File: src/rtl/ps2_matrix_kbd.sv
// PS/2 keyboard receiver with prefix decoding (E0/F0/E1), a run-time loadable
// scan-code map and an active-low ROWS x COLS key matrix answering PPI scans.
module ps2_matrix_kbd #(
    parameter int ROWS    = 8,
    parameter int COLS    = 7,
    parameter int CLK_DIV = 250,
    parameter int TIMEOUT = 4000
) (
    input  logic                                  clk,
    input  logic                                  rst,
    input  logic                                  ps2_clk,
    input  logic                                  ps2_dat,
    input  logic                                  map_we,
    input  logic [8:0]                            map_addr,
    input  logic [$clog2(ROWS)+$clog2(COLS):0]    map_wdata,
    input  logic [ROWS-1:0]                       PA,
    output logic [COLS-1:0]                       PB,
    output logic                                  ev_valid,
    output logic [8:0]                            ev_code,
    output logic                                  ev_break,
    output logic                                  frame_err
);
    localparam int RW = $clog2(ROWS);
    localparam int CW = $clog2(COLS);
    localparam int DW = $clog2(CLK_DIV);
    localparam int TW = $clog2(TIMEOUT + 1);

    typedef enum logic [2:0] {S_IDLE, S_EXT, S_BRK, S_EXTBRK, S_SKIP} state_t;

    logic [DW-1:0]        div_cnt;
    logic                 tick;
    logic [1:0]           clk_sync, dat_sync;
    logic                 clk_prev;
    logic                 fall;
    logic [10:0]          shreg;
    logic [3:0]           bit_cnt;
    logic [TW-1:0]        to_cnt;
    logic                 byte_stb;
    logic [7:0]           byte_q;
    logic                 good, frame_bad, timeout_hit, abort;
    state_t               state, state_nx;
    logic [2:0]           rem, rem_nx;
    logic                 fire, ext, brk, rel_all;
    logic [511:0]         map_valid;
    logic [RW+CW-1:0]     map_loc [512];
    logic [8:0]           lk_addr;
    logic                 lk_valid;
    logic [RW-1:0]        lk_row;
    logic [CW-1:0]        lk_col;
    logic [ROWS-1:0][COLS-1:0] kr;

    // Sampling tick divider: one-clk pulse every CLK_DIV clocks
    always_ff @(posedge clk or negedge rst) begin
        if (!rst) begin
            div_cnt <= '0;
            tick    <= 1'b0;
        end else if (div_cnt == DW'(CLK_DIV - 1)) begin
            div_cnt <= '0;
            tick    <= 1'b1;
        end else begin
            div_cnt <= div_cnt + 1'b1;
            tick    <= 1'b0;
        end
    end

    // Two-flop synchronisers and tick-sampled PS/2 clock history
    always_ff @(posedge clk or negedge rst) begin
        if (!rst) begin
            clk_sync <= 2'b11;
            dat_sync <= 2'b11;
            clk_prev <= 1'b1;
        end else begin
            clk_sync <= {clk_sync[0], ps2_clk};
            dat_sync <= {dat_sync[0], ps2_dat};
            if (tick)
                clk_prev <= clk_sync[1];
        end
    end

    assign fall        = tick & clk_prev & ~clk_sync[1];
    assign good        = ~shreg[0] & shreg[10] & (^shreg[9:1]);
    assign frame_bad   = (bit_cnt == 4'd11) & ~good;
    assign timeout_hit = (bit_cnt != 4'd0) & (bit_cnt != 4'd11) & (to_cnt == TW'(TIMEOUT));
    assign abort       = frame_bad | timeout_hit;

    // Frame assembly, frame check, timeout and byte strobe
    always_ff @(posedge clk or negedge rst) begin
        if (!rst) begin
            shreg     <= '0;
            bit_cnt   <= '0;
            to_cnt    <= '0;
            byte_stb  <= 1'b0;
            byte_q    <= '0;
            frame_err <= 1'b0;
        end else begin
            byte_stb  <= 1'b0;
            frame_err <= 1'b0;
            if (bit_cnt == 4'd11) begin
                bit_cnt   <= '0;
                to_cnt    <= '0;
                byte_stb  <= good;
                byte_q    <= shreg[8:1];
                frame_err <= ~good;
            end else if (timeout_hit) begin
                bit_cnt   <= '0;
                to_cnt    <= '0;
                frame_err <= 1'b1;
            end else if (fall) begin
                shreg   <= {dat_sync[1], shreg[10:1]};
                bit_cnt <= bit_cnt + 1'b1;
                to_cnt  <= '0;
            end else if (tick && bit_cnt != 4'd0) begin
                to_cnt <= to_cnt + 1'b1;
            end
        end
    end

    // Prefix FSM state register
    always_ff @(posedge clk or negedge rst) begin
        if (!rst) begin
            state <= S_IDLE;
            rem   <= '0;
        end else begin
            state <= state_nx;
            rem   <= rem_nx;
        end
    end

    // Prefix FSM next state and event/release-all decisions per received byte
    always_comb begin
        state_nx = state;
        rem_nx   = rem;
        fire     = 1'b0;
        ext      = 1'b0;
        brk      = 1'b0;
        rel_all  = 1'b0;
        if (abort) begin
            state_nx = S_IDLE;
        end else if (byte_stb) begin
            unique case (state)
                S_IDLE: begin
                    case (byte_q)
                        8'hE0: state_nx = S_EXT;
                        8'hF0: state_nx = S_BRK;
                        8'hE1: begin
                            state_nx = S_SKIP;
                            rem_nx   = 3'd7;
                        end
                        8'hAA, 8'hFC, 8'h00, 8'hFF: rel_all = 1'b1;
                        default: fire = 1'b1;
                    endcase
                end
                S_EXT: begin
                    if (byte_q == 8'hF0) begin
                        state_nx = S_EXTBRK;
                    end else begin
                        state_nx = S_IDLE;
                        fire     = (byte_q != 8'h12) && (byte_q != 8'h59);
                        ext      = 1'b1;
                    end
                end
                S_BRK: begin
                    state_nx = S_IDLE;
                    fire     = 1'b1;
                    brk      = 1'b1;
                end
                S_EXTBRK: begin
                    state_nx = S_IDLE;
                    fire     = (byte_q != 8'h12) && (byte_q != 8'h59);
                    ext      = 1'b1;
                    brk      = 1'b1;
                end
                S_SKIP: begin
                    rem_nx = rem - 1'b1;
                    if (rem == 3'd1)
                        state_nx = S_IDLE;
                end
                default: state_nx = S_IDLE;
            endcase
        end
    end

    // Map valid bits (reset) written from the CPU port
    always_ff @(posedge clk or negedge rst) begin
        if (!rst)
            map_valid <= '0;
        else if (map_we)
            map_valid[map_addr] <= map_wdata[RW+CW];
    end

    // Map row/col storage, deliberately not reset
    always_ff @(posedge clk) begin
        if (map_we)
            map_loc[map_addr] <= map_wdata[RW+CW-1:0];
    end

    assign lk_addr  = {ext, byte_q};
    assign lk_valid = map_valid[lk_addr];
    assign lk_row   = map_loc[lk_addr][RW+CW-1:CW];
    assign lk_col   = map_loc[lk_addr][CW-1:0];

    // Event outputs and key matrix; the lookup reads pre-write map contents.
    // Out-of-range row/col never matches a loop index, so it changes nothing.
    always_ff @(posedge clk or negedge rst) begin
        if (!rst) begin
            ev_valid <= 1'b0;
            ev_code  <= '0;
            ev_break <= 1'b0;
            kr       <= '1;
        end else begin
            ev_valid <= fire;
            if (fire) begin
                ev_code  <= lk_addr;
                ev_break <= brk;
                if (lk_valid) begin
                    for (int unsigned r = 0; r < ROWS; r++)
                        for (int unsigned c = 0; c < COLS; c++)
                            if (lk_row == RW'(r) && lk_col == CW'(c))
                                kr[r][c] <= brk;
                end
            end
            if (rel_all)
                kr <= '1;
        end
    end

    // Return lines: a column reads low when a pressed key sits on a driven-low row
    always_comb begin
        PB = '1;
        for (int unsigned c = 0; c < COLS; c++)
            for (int unsigned r = 0; r < ROWS; r++)
                PB[c] = PB[c] & (PA[r] | kr[r][c]);
    end
endmodule

File: config.mk
export PLATFORM = sky130hd
export DESIGN_NAME = ps2_matrix_kbd
export DESIGN_NICKNAME = d
export VERILOG_FILES = /design/src/rtl/ps2_matrix_kbd.sv
export SDC_FILE = /design/constraint.sdc
export NUM_CORES = 2
export LEC_CHECK = 0
export CORE_UTILIZATION = 40
export CTS_CLUSTER_DIAMETER = 30
export DETAILED_ROUTE_END_ITERATION = 6
export DONT_BUFFER_PORTS = 1
export HOLD_SLACK_MARGIN = 0.06
export PLACE_DENSITY = 0.66
export SYNTH_ARGS = -nofsm -noshare
export SYNTH_HDL_FRONTEND = slang
export SYNTH_SLANG_ARGS = --single-unit
File: constraint.sdc
create_clock -name clk -period 4.3 [get_ports clk]
set_input_delay 0.215 -clock clk [delete_from_list [all_inputs] [get_ports clk]]
set_output_delay 0.215 -clock clk [all_outputs]
set_load 0.01 [all_outputs]
Word level (Yosys, flattened, before mapping)
Memory sizes are Yosys's and may differ from the RTL's.
Cells that the tools add are included.
{"block": "op_classes", "add_sub_neg": 4, "n_lt_le_gt_ge": 3, "eq_ne": 33, "n_mux": 102, "n_bitwise": 119, "reduce_logical": 189}
{"op": "bitwise mux 512 bit", "n": 1}
{"op": "AND reduction 3 bit", "n": 58}
{"op": "two-way mux 56 bit", "n": 3}
{"op": "nonzero test 2 bit", "n": 60}
{"op": "two-way mux 1 bit", "n": 78}
{"op": "logical AND 1 bit", "n": 59}
{"op": "bitwise OR 1 bit", "n": 57}
{"op": "AND 1 bit", "n": 56}
{"op": "equality test 8 bit (second input constant)", "n": 7}
{"op": "two-way mux 12 bit", "n": 4}
{"op": "equality test 3 bit (second input constant)", "n": 8}
{"op": "less-than comparator 9 x 10 -> 1 bit (second input constant)", "n": 2}
{"op": "equality test 3 x 2 -> 1 bit (second input constant)", "n": 6}
{"op": "one-hot mux 3 bit (3 select lines)", "n": 2}
{"op": "adder 12 x 1 -> 12 bit (second input constant)", "n": 1}
{"op": "equality test 12 bit (second input constant)", "n": 1}
{"op": "equality test 3 x 1 -> 1 bit (second input constant)", "n": 4}
{"op": "two-way mux 3 bit", "n": 4}
{"op": "two-way mux 4 bit", "n": 3}
{"op": "binary-select mux 1 bit (select 9 bit)", "n": 1}
{"op": "demux 1 bit (select 9 bit)", "n": 1}
{"op": ">= comparator 9 x 1 -> 1 bit (second input constant)", "n": 1}
{"op": "zero test 3 bit", "n": 3}
{"op": "XOR reduction 9 bit", "n": 1}
{"op": "23 further kinds", "n": 29}
{"block": "word_totals", "regBits": 636, "ram_bits": 3072, "in_bits": 29, "output_inout_bits": 19, "word_cells": 524, "mem_count": 1}
{"memory": "map_loc", "depth": 512, "word_bits": 6, "rd": 1, "rd_ports_with_merged_regs": 0, "wr": 1, "line": "45", "source": "logic [RW+CW-1:0] map_loc [512];"}

Depth between registers and ports, before layout
An unclocked memory read counts as a cell.
{"block": "depth", "word_depth": 14, "ltp_mapped": 21, "mapped_depth_nobuf": 12}

Worst setup path before layout
OpenSTA, ideal clock, no wires.
{"block": "synth_path", "path_type": "register -> register", "from": "reg byte_q[0]", "to": "reg kr[30] (netlist name)", "setup_ns": 0.075, "t_arrival_ns": 3.753, "required_time_ns": 4.225, "setup_slack_ns": 0.472, "stages_incl_launch_ff": 16, "n_path_buf": 7, "period_less_slack_ns": 3.828, "path_cell_list": "dfrtp_1 > buf_6 > buf_8 > buf_6 > buf_6 > buf_6 > buf_2 > mux4_2 > mux4_2 > a211oi_1 > nor4_1 > nor4_4 > buf_4 > nand3_1 > nor3_1 > mux2i_1"}
{"block": "synth_between", "elab_chain_cells": 10, "word_cells_on_any_way": 36, "classes_between": "10 x eq/ne; 16 x mux; 9 x reduce/logical; 1 x memory"}
{"item": "start, declared", "line": "39", "source": "logic [7:0] byte_q;"}
{"item": "start signal, assigned", "line": "102", "source": "byte_q <= shreg[8:1];"}
{"item": "equality test 8 bit", "line": "142, 154"}
{"item": "two-way mux 1 bit", "line": "154", "source": "if (byte_q == 8'hF0) begin"}
{"item": "one-hot mux 1 bit (2 select lines)", "line": "140", "source": "unique case (state)"}
{"item": "two-way mux 1 bit", "line": "139", "source": "end else if (byte_stb) begin"}
{"item": "two-way mux 1 bit", "line": "137", "source": "if (abort) begin"}
{"item": "memory read (512 x 6 bit)"}
{"item": "equality test 3 bit / equality test 3 x 2 -> 1 bit (equally long branches)", "line": "218", "source": "if (lk_row == RW'(r) && lk_col == CW'(c))"}
{"item": "logical AND 1 bit", "line": "218"}
{"item": "nonzero test 2 bit (no source line)"}
{"item": "AND reduction 3 bit (no source line)"}
{"item": "end signal, assigned by index", "line": "219", "source": "kr[r][c] <= brk;"}
{"item": "end, declared", "line": "50", "source": "logic [ROWS-1:0][COLS-1:0] kr;"}
Several ways; a longest one is shown, not always the timed one. The select of a mux whose other input is x is not followed.
A chain may end at the register's enable or synchronous reset.

Worst setup path after layout
{"block": "layout_path", "from": "reg byte_q[3]", "to": "reg kr[51] (netlist name)"}
Same word-level chain as after synthesis.

==> results by group <==
Timing
  • Fin. max-slew vios: roughly 770
  • Setup_tns: -2.84 ns
  • Worst-Margin Slew: 2.32 ns
  • Period utilization: 105%
  • Max Freq: 222 MHz
  • Time the worst path needs with I/O delays and setup: 4.50 ns
  • Slew headroom: -54.3%
  • RSZ-0062 raised after global routing: true
  • Setup Skew: about 0.046 ns
  • PnR worst setup slack: -0.203 ns
  • # setup viols final: between 40 and 50
  • Final Hold Fails: ~570
  • Worst hold margin: -0.643 ns

Clock tree
  • H-tree lvl count: 6
  • # clock sinks: between 3k and 4k
  • CTS tree: done
  • Num CTS Buffers: between 600 and 700
  • Clock slew at reported path FFs: approximately 0.05 ns
  • Clock latency on the worst-skew pair: 1.05 ns
  • Root Buffer: clkbuf_16
  • Clk buf depth: 4

Routing
  • First-pass iteration count of the detailed router: 7
  • Post-route ant nets: 0
  • Vias per cell: slightly below 6
  • Total number of vias: between 80k and 90k
  • # DRC: 20
  • Routed Wire Length: roughly 450000 µm
  • WL/cell: a little over 30 µm
  • 1st-iter DRT viols: 10.4k

Global route
  • All-Layer GR Usage: between 20% and 30%
  • GRT met1 Usage: roughly 31%
  • GR peak layer: met2
  • Initial antenna violation count: 19
  • GRT met2 Usage: ~37%
  • Remaining global-route overflow: 0
  • Met3 Usage GRT: ~5.2%
  • Vias in the first global route: 86.3k
  • Pin count of the biggest net entering global routing: 513
  • First-pass GRT wire length: 629000 µm

Final layout
  • Nets@finish: about 9.1k
  • Share of layout cells above drive strength 1: slightly below 40%
  • Area delta synth->final: 26.2%

Placed design
  • Buffers on Ports: 0
  • Placer congestion estimate: between 0.8 and 0.9
  • HPWL after DPL: about 260000 µm

Setup path
  • Reg2reg start: byte_q[3]
  • Worst endpoint required time: 5.23 ns
  • Worst Path Arrival: around 5.4 ns
  • Critical Path Sink Type: flip-flop
  • Type of origin of the critical path: flip-flop
  • Critical Path Source: byte_q[3]
  • WS Path Type: reg -> reg
  • CP max FO: 18

Floorplanning
  • Core area: 372000 µm²
  • Initial Util: 40.2%
  • Die Height: approximately 600 µm
  • Core Rows: approximately 220
  • Die area: between 300000 and 400000 µm²
  • Die Wd: slightly above 600 µm
  • Top-Level Pins: 48

Yosys
  • Post-synthesis register bit count: 3708
  • Mapped cell area: around 150000 µm²
  • Area leader, netlist: edfxtp_1
  • Synth async-reset ratio: roughly 17%
  • Synth top area share: about three fifths
  • Sequential area share after synthesis: between 70% and 80%
  • Warnings, synthesis: 0
  • Mapped Cells: approximately 7.7k
  • Dominant cells by area after synthesis: edfxtp_1 62%, mux4_2 13%, dfrtp_1 9.6%
  • Avg Cell Area, Syn: slightly below 20 µm²
  • Number of synthesized flops with an enable pin: 3072
  • Post-synth cell types: 83
  • Top_reg_cell synth: edfxtp_1
  • Mapped Nets: between 7k and 8k

Status
  • Status: finished, violations left
  • Violated checks: design-rule violations, negative hold slack, max-slew violations, negative setup slack

Hold path
  • Worst hold path type: in -> reg
  • Hold_sp: map_wdata[2]

Pwr
  • VDD IR max: ~430 µV
  • Power Density: 476 nW/µm²
  • Pleak: ~65 nW

Job
  • Max_cap viols: 0
[final cells by class]
cell class	instances	area, µm²
diodes	13	32.5
clock buffers	721	16200
clock inverters	420	5010
fillers	29100	184000
inverters	16	65.1
multi-input cells	3443	39800
flip-flops and latches	3708	108000
well taps	4972	6220
repair buffers	1248	13000
[cells in the mapped netlist (all sizes together), types with 5 or more instances]
cell,number
a2111oi,12
a211oi,23
a21oi,64
a221oi,22
a22oi,175
a31oi,12
a32o,5
and2,13
and3,15
and4,6
buf,259
clkbuf,242
dfrtp,575
dfstp,61
edfxtp,3072
ha,8
inv,15
mux2,557
mux2i,460
mux4,842
nand2,154
nand2b,8
nand3,77
nand3b,6
nand4,14
nor2,619
nor2b,17
nor3,43
nor3b,7
nor4,24
o211ai,5
o21ai,62
o221ai,5
o22ai,79
o31ai,17
or2,8
or3,14
xnor2,11
xor2,12
[per-stage QoR]
stage               power (W)  instances  util (%)  instance area [µm²]  worst slack, ns
finish                 0.0898      14500      50.7               189000           -0.203
global route           0.0917      14500      50.7               189000           -0.232
floorplan              0.0402       7667         -               149000            0.472
detailed placement     0.0405      12900      43.2               161000            -1.22
global placement       0.0405      12900      43.2               161000            -1.27
CTS                    0.0898      14400      50.0               186000           -0.110
[state kept, by name, indices dropped and copies added, names as in the netlist]
name	cells
map_loc	3072
map_valid	512
kr	56
to_cnt	12
shreg	11
ev_code	9
byte_q	8
div_cnt	8
bit_cnt	4
rem	3
state	3
clk_sync	2
dat_sync	2
byte_stb	1
clk_prev	1
ev_break	1
ev_valid	1
frame_err	1
tick	1
[worst paths after layout]
| check | end | slack (ns) | cells after the start |
|---|---|---|---|
| setup / recovery | kr[51] | -0.20 | 17 |
| hold / removal | map_loc[222][2] | -0.64 | 0 |
| setup reg to reg | kr[51] | -0.20 | 17 |
| hold reg to reg | clk_sync[1] | 0.35 | 0 |
| max in group asynchronous | map_valid[84] | 2.94 | 4 |
| min in group asynchronous | map_valid[506] | 0.53 | 4 |
[cell families after synthesis]
kind of cell	count (synthesis)	synth area share, %
simple gates	1040	3.08
compound gates	511	2.40
buf+inv	517	1.93
fa+ha+maj	8	0.0670
mux	1859	20.0
xor+xnor	24	0.150
flops	3708	72.4
[layout by cell type (no fill, tap or decap), types with 132 or more instances in the layout]
cell / n
buf_4: 731
nor2_1: 603
nand2_1: 132
dfrtp_1: 569
a22oi_1: 153
dlygate4sd3_1: 279
clkbuf_16: 629
mux4_2: 842
mux2i_1: 450
mux2_2: 554
edfxtp_1: 3072
[repair_timing]
action / CTS / global route
gates cloned: 11 / 12
hold buffers: 279 / 7
setup endpoints to repair: 56 / 56
resized for setup: 165 / 200
buffers inserted: 32 / 110
pin swaps: 23 / 43
hold endpoints to repair: 4742 / 1935
[critical path, cell delays in order (launching register included)]
cell      delay [ns]
dfrtp_4         0.51
buf_4           0.15
buf_12          0.16
buf_16          0.23
buf_12          0.22
mux4_2          0.37
mux4_2          0.51
o22ai_4         0.15
a211oi_2        0.08
nor4_4          0.50
nand3_4         0.19
nand4_1         0.25
buf_6           0.16
buf_12          0.10
o21ai_4         0.12
buf_4           0.17
nor3_4          0.17
mux2i_1         0.27
[where the power goes]
group          internal [W]  switching [W]  total [W]
logic              0.000337       0.000780    0.00112
registers            0.0392      0.0000796     0.0393
clock network        0.0310         0.0184     0.0494
[metal layers]
metal  wire length (µm)  vias up  share of wire [%]
li1                   -    34000                  -
met1             169000    45100                 38
met2             210000     4831                 47
met3              45900     1018                 10
met4              20300       10                4.6
met5                 65        -              0.015
Power figures use the tool's default switching activity.
